### src/rtl/btb_set_assoc.sv
// N-way set-associative branch target buffer: same-cycle fetch lookup, EX update on the clock edge.
// Optional statistics ports/counters are built when BTB_PERF_CNT_EN is defined.
module btb_set_assoc #(
   parameter int BTB_ENTRIES = 64,
   parameter int WAYS        = 2,
   parameter int CNT_WIDTH   = 2
) (
   input  logic        clk,
   input  logic        rst,
   input  logic [31:0] fetchPc,
   output logic        fetchHit,
   output logic [31:0] fetchTarget,
   input  logic        exBranch,
   input  logic        exTaken,
   input  logic [31:0] exPc,
   input  logic [31:0] exTarget
`ifdef BTB_PERF_CNT_EN
   ,
   output logic [31:0] lookupCnt,
   output logic [31:0] hitCnt,
   output logic [31:0] allocCnt
`endif
);

   localparam int SETS        = BTB_ENTRIES / WAYS;
   localparam int INDEX_WIDTH = $clog2(SETS);
   localparam int TAG_WIDTH   = 30 - INDEX_WIDTH;
   localparam int IW          = (INDEX_WIDTH > 0) ? INDEX_WIDTH : 1;
   localparam int PW          = (WAYS > 1) ? $clog2(WAYS) : 1;
   localparam int WT          = 1 << (CNT_WIDTH - 1);
   localparam logic [CNT_WIDTH-1:0] CNT_MAX = '1;

   function automatic logic [IW-1:0] idx_of(input logic [31:0] pc);
      if (INDEX_WIDTH == 0) return '0;
      else                  return pc[IW+1:2];
   endfunction

   logic [WAYS-1:0]      valid  [SETS];
   logic [TAG_WIDTH-1:0] tagMem [SETS][WAYS];
   logic [31:0]          tgtMem [SETS][WAYS];
   logic [CNT_WIDTH-1:0] cntMem [SETS][WAYS];

   logic [IW-1:0]        fIdx, eIdx;
   logic [TAG_WIDTH-1:0] fTag, eTag;
   logic                 unused_pc_lsbs;

   assign fIdx = idx_of(fetchPc);
   assign eIdx = idx_of(exPc);
   assign fTag = fetchPc[31:INDEX_WIDTH+2];
   assign eTag = exPc[31:INDEX_WIDTH+2];
   assign unused_pc_lsbs = ^{fetchPc[1:0], exPc[1:0]};

   // Loops run downward so the lowest matching / invalid way is the one kept.
   logic          fMatch, eMatch, eHasInv;
   logic [PW-1:0] fWay, eWay, eInv, victim, curPtr;

   always_comb begin
      fMatch = 1'b0;
      fWay   = '0;
      for (int w = WAYS - 1; w >= 0; w--) begin
         if (valid[fIdx][w] && tagMem[fIdx][w] == fTag) begin
            fMatch = 1'b1;
            fWay   = PW'(w);
         end
      end
   end

   always_comb begin
      eMatch  = 1'b0;
      eWay    = '0;
      eHasInv = 1'b0;
      eInv    = '0;
      for (int w = WAYS - 1; w >= 0; w--) begin
         if (valid[eIdx][w] && tagMem[eIdx][w] == eTag) begin
            eMatch = 1'b1;
            eWay   = PW'(w);
         end
         if (!valid[eIdx][w]) begin
            eHasInv = 1'b1;
            eInv    = PW'(w);
         end
      end
   end

   assign victim      = eHasInv ? eInv : curPtr;
   assign fetchHit    = fMatch && cntMem[fIdx][fWay][CNT_WIDTH-1];
   assign fetchTarget = fMatch ? tgtMem[fIdx][fWay] : 32'h0;

   logic [CNT_WIDTH-1:0] eCnt, eCntNext;
   assign eCnt     = cntMem[eIdx][eWay];
   assign eCntNext = exTaken ? ((eCnt == CNT_MAX) ? eCnt : eCnt + 1'b1)
                             : ((eCnt == '0)      ? eCnt : eCnt - 1'b1);

   always_ff @(posedge clk) begin
      if (!rst) begin
         for (int s = 0; s < SETS; s++) valid[s] <= '0;
      end else if (exBranch && !eMatch) begin
         valid[eIdx][victim] <= 1'b1;
      end
   end

   // Payload arrays carry no reset; valid bits gate every use of them.
   always_ff @(posedge clk) begin
      if (rst && exBranch) begin
         if (eMatch) begin
            cntMem[eIdx][eWay] <= eCntNext;
            if (exTaken) tgtMem[eIdx][eWay] <= exTarget;
         end else begin
            tagMem[eIdx][victim] <= eTag;
            tgtMem[eIdx][victim] <= exTarget;
            cntMem[eIdx][victim] <= exTaken ? CNT_WIDTH'(WT) : CNT_WIDTH'(WT - 1);
         end
      end
   end

   generate
      if (WAYS > 1) begin : g_ptr
         logic [PW-1:0] ptr [SETS];
         always_ff @(posedge clk) begin
            if (!rst) begin
               for (int s = 0; s < SETS; s++) ptr[s] <= '0;
            end else if (exBranch && !eMatch && !eHasInv) begin
               ptr[eIdx] <= ptr[eIdx] + 1'b1;
            end
         end
         assign curPtr = ptr[eIdx];
      end else begin : g_noptr
         assign curPtr = '0;
      end
   endgenerate

`ifdef BTB_PERF_CNT_EN
   always_ff @(posedge clk) begin
      if (!rst) begin
         lookupCnt <= '0;
         hitCnt    <= '0;
         allocCnt  <= '0;
      end else begin
         lookupCnt <= lookupCnt + 32'd1;
         if (fetchHit)              hitCnt   <= hitCnt + 32'd1;
         if (exBranch && !eMatch)   allocCnt <= allocCnt + 32'd1;
      end
   end
`else
   // Statistics counters are not built.
`endif

endmodule

### config.mk
export PLATFORM = sky130hd
export DESIGN_NAME = btb_set_assoc
export DESIGN_NICKNAME = d
export VERILOG_FILES = /design/src/rtl/btb_set_assoc.sv
export SDC_FILE = /design/constraint.sdc
export NUM_CORES = 2
export LEC_CHECK = 0
export CAP_MARGIN = 20
export CELL_PAD_IN_SITES_DETAIL_PLACEMENT = 1
export CELL_PAD_IN_SITES_GLOBAL_PLACEMENT = 2
export CORE_MARGIN = 1.5
export CORE_UTILIZATION = 50
export DETAILED_ROUTE_END_ITERATION = 6
export PLACE_DENSITY = 0.88
export SLEW_MARGIN = 20
export SYNTH_ARGS = -nofsm -noshare
export SYNTH_HDL_FRONTEND = slang
export SYNTH_SLANG_ARGS = --single-unit
### constraint.sdc
create_clock -name clk -period 8.66 [get_ports clk]
set_input_delay 2.165 -clock clk [delete_from_list [all_inputs] [get_ports clk]]
set_output_delay 2.165 -clock clk [all_outputs]
set_load 0.1 [all_outputs]
==> metrics.txt <==
Hold Path Class register to register; Rel. slew slack around a fifth; Core ar. ~0.32 mm²; register bit count reported by yosys approximately 3.9k; Final Cell Area between 0.15 and 0.2 mm²; first-pass GRT wire length 803,000 µm; non-filler instance count after layout ~13k; CP Capture Type output port; IO Count around 130; drt pass-1 iters 7; vias in the first global route between 100k and 150k; largest net degree at the start of global routing ~150; final core occ between 50 and 60%; detailed placer's ending HPWL about 340,000 µm; Final Max Tran Viols 0; initial antenna violation count 25; Int Power 30.8 mW; postcts setup bufs 0; total CTS buffers roughly 380; Fmax roughly 110 MHz; num rows 209; DP Cell Count 12.7k; Req. time, crit path 6500 ps; Die X 574 µm; Via density ~7.3; Sequential Power Share roughly half; minimum clock period between 8000 and 9000 ps; via count 97.9k; failing checks design-rule violations, negative setup slack; largest vdd supply drop around 190 µV; wire per inst between 40 and 50 µm; Total Nets Final between 8k and 9k; WHS between 400 and 500 ps; Clock Tree Root clkbuf_16; post-synthesis net count roughly 8.2k; H-tree depth 5; GRT Util Overall a little over a third; Cell variety after synth between 60 and 70; Cells after Synth roughly 8.1k; 1st-iter DRT viols between 15k and 20k; Post-synth EDFFs about 3.8k; sequential area share after synthesis between 70% and 80%; status finished, violations left; fraction of registers with async set or reset after synthesis 0%; setup TNS -1070 ps; DRC errors left 47; Die Span Y ~570 µm; Post-Syn Area 0.163 mm²; Synth Flop Type edfxtp_1; Worst Tran Pin Value between 1000 and 1500 ps; sw power 9.28 mW; Design Power 40.1 mW; post-route ant nets 0; clock sink count 3,872; final wirelength between 500,000 and 600,000 µm; clock buffer depth 4; clk_lat worst skew between 1000 and 1500 ps; Syn. warnings 0; setup ws final -98.7 ps; GP Congestion 0.939; combinational share of power under 10%; Final Cycle Share 101%; clock share of power 41.7%; sw frac 23.1%; pre-CTS setup slack approximately 46 ps; unrepaired setup endpoints after global routing no; commonest non-fill, non-tap cell in the layout edfxtp_1; Critical Path AT ~6600 ps; # Max-Cap Violations 0; pwr dens between 200 and 250 mW/mm²; P&R area growth vs syn 16.0%; share of cells above drive strength 1 between 20% and 30%; CTS tree done; Post-DP Area roughly 0.18 mm²; Fin. Hold Viols 0; Clock Skew 81.6 ps; setup violators final 30; Leak roughly 62 nW; critical path peak fanout 24; PortBufs roughly 130; Clock Pin Slew Worst Setup and Hold Paths roughly 60 ps; crit start category primary input; die area 0.330 mm²; Mapped Avg Cell Area slightly above 20 µm²; commonest non-fill, non-tap cells in the layout 3,776 x edfxtp_1, 1,141 x mux4_2, 901 x mux2i_1, 425 x o22ai_1, 419 x buf_4; Worst Setup Path Type primary input to output port; grt ovf 0; Initial Util approximately 50%
==> final timing paths <==
check,startpoint,endpoint,slack (ps),depth (start not counted)
max,fetchPc[3],fetchTarget[27],-100,16
max reg2reg,tagMem[2][42],tgtMem[28][54],3570,15
min,valid[17][1],valid[17][1],480,1
min reg2reg,valid[17][1],valid[17][1],480,1
==> area by class of cell <==
cell class / count / area [µm²]
Antenna cell: 18 / 45.0
Clock buffer: 496 / 10300
Clock inverter: 191 / 1850
Fill cell: 27300 / 135000
Inverter: 9 / 33.8
Multi-Input combinational cell: 3677 / 46300
Sequential cell: 3872 / 115000
Tap cell: 4325 / 5410
Timing Repair Buffer: 803 / 10100
==> kinds of logic (layout without fill, tap and decap cells) <==
group                    after synthesis  count (layout)  synth area share, %
buffers and inverters                554            1499                 1.70
adder cells (fa/ha/maj)                2               2               0.0123
AO/OA/AOI/OAI                        802             802                 3.33
XOR/XNOR                              66              66                0.354
other                                  0              18                    0
flip-flops                          3872            3872                 70.6
AND/OR/NAND/NOR                      684             684                 2.08
multiplexers                        2123            2123                 21.9
==> state kept, by name, summed over array words and instances, names as in the netlist <==
signal     flops
cntMem       128
valid         64
tgtMem      2048
tagMem      1600
g_ptr.ptr     32
==> worst max-delay path: stages <==
cell and delay (ps):
buf_8 280, buf_12 280, buf_6 320, mux2i_1 260, a22oi_1 110, nand3_1 140, o21ai_0 190, xnor2_1 360
nand4_1 160, a221o_1 480, a2111o_2 520, buf_12 190, buf_4 210, nor2_1 270, mux2_4 250, buf_12 170
==> power by group through the flow <==
stage	sequential [mW]	clock [mW]	combinational, mW
floorplan	21.0	0	1.44
global placement	21.1	0	2.53
detailed placement	21.1	0	2.61
CTS	20.7	16.8	2.67
global route	20.7	17.3	2.79
finish	20.7	16.7	2.74
==> layer usage <==
metal / GRT usage (%) / vias up / routed length (µm)
met5: 0 / - / 121
met4: 21.9 / 18 / 43500
met3: 8.34 / 2204 / 68500
met2: 55.9 / 8598 / 276000
met1: 43.4 / 51300 / 195000
li1: - / 35800 / -
==> synth_stat cells, types with 8 or more instances <==
| master | number | share of area, % |
|---|---|---|
| edfxtp_1 | 3776 | 69 |
| mux4_2 | 1141 | 16 |
| mux2i_1 | 901 | 5.5 |
| o22ai_1 | 425 | 1.6 |
| nor2_1 | 258 | 0.59 |
| buf_2 | 228 | 0.70 |
| clkbuf_1 | 186 | 0.43 |
| nand2_1 | 120 | 0.28 |
| nor4_1 | 109 | 0.42 |
| dfxtp_1 | 96 | 1.2 |
| a21o_1 | 90 | 0.41 |
| buf_4 | 63 | 0.29 |
| a22oi_1 | 58 | 0.27 |
| mux2_2 | 51 | 0.35 |
| nand4_1 | 45 | 0.17 |
| nand3_1 | 44 | 0.13 |
| buf_1 | 43 | 0.099 |
| o211ai_1 | 42 | 0.19 |
| a21oi_1 | 35 | 0.11 |
| xor2_1 | 35 | 0.19 |
| o31ai_1 | 33 | 0.15 |
| xnor2_1 | 31 | 0.17 |
| mux2_4 | 30 | 0.28 |
| buf_6 | 22 | 0.15 |
| o21ai_0 | 21 | 0.064 |
| a22o_1 | 20 | 0.11 |
| nor2b_1 | 17 | 0.065 |
| a32oi_1 | 15 | 0.080 |
| a211oi_1 | 14 | 0.064 |
| and3_1 | 12 | 0.046 |
| a221oi_1 | 10 | 0.054 |
| and3b_1 | 10 | 0.054 |
| a31oi_1 | 8 | 0.031 |
| inv_1 | 8 | 0.018 |
==> repair_timing <==
item / 4_1_cts / 5_1_grt
endpoints found under the setup margin: 3 / 2
gates cloned: 1 / 0
endpoints found under the hold margin: 0 / 0
hold buffers: 0 / 0
resized for setup: 1 / 2
No activity file was read; power rests on OpenSTA's default activity.
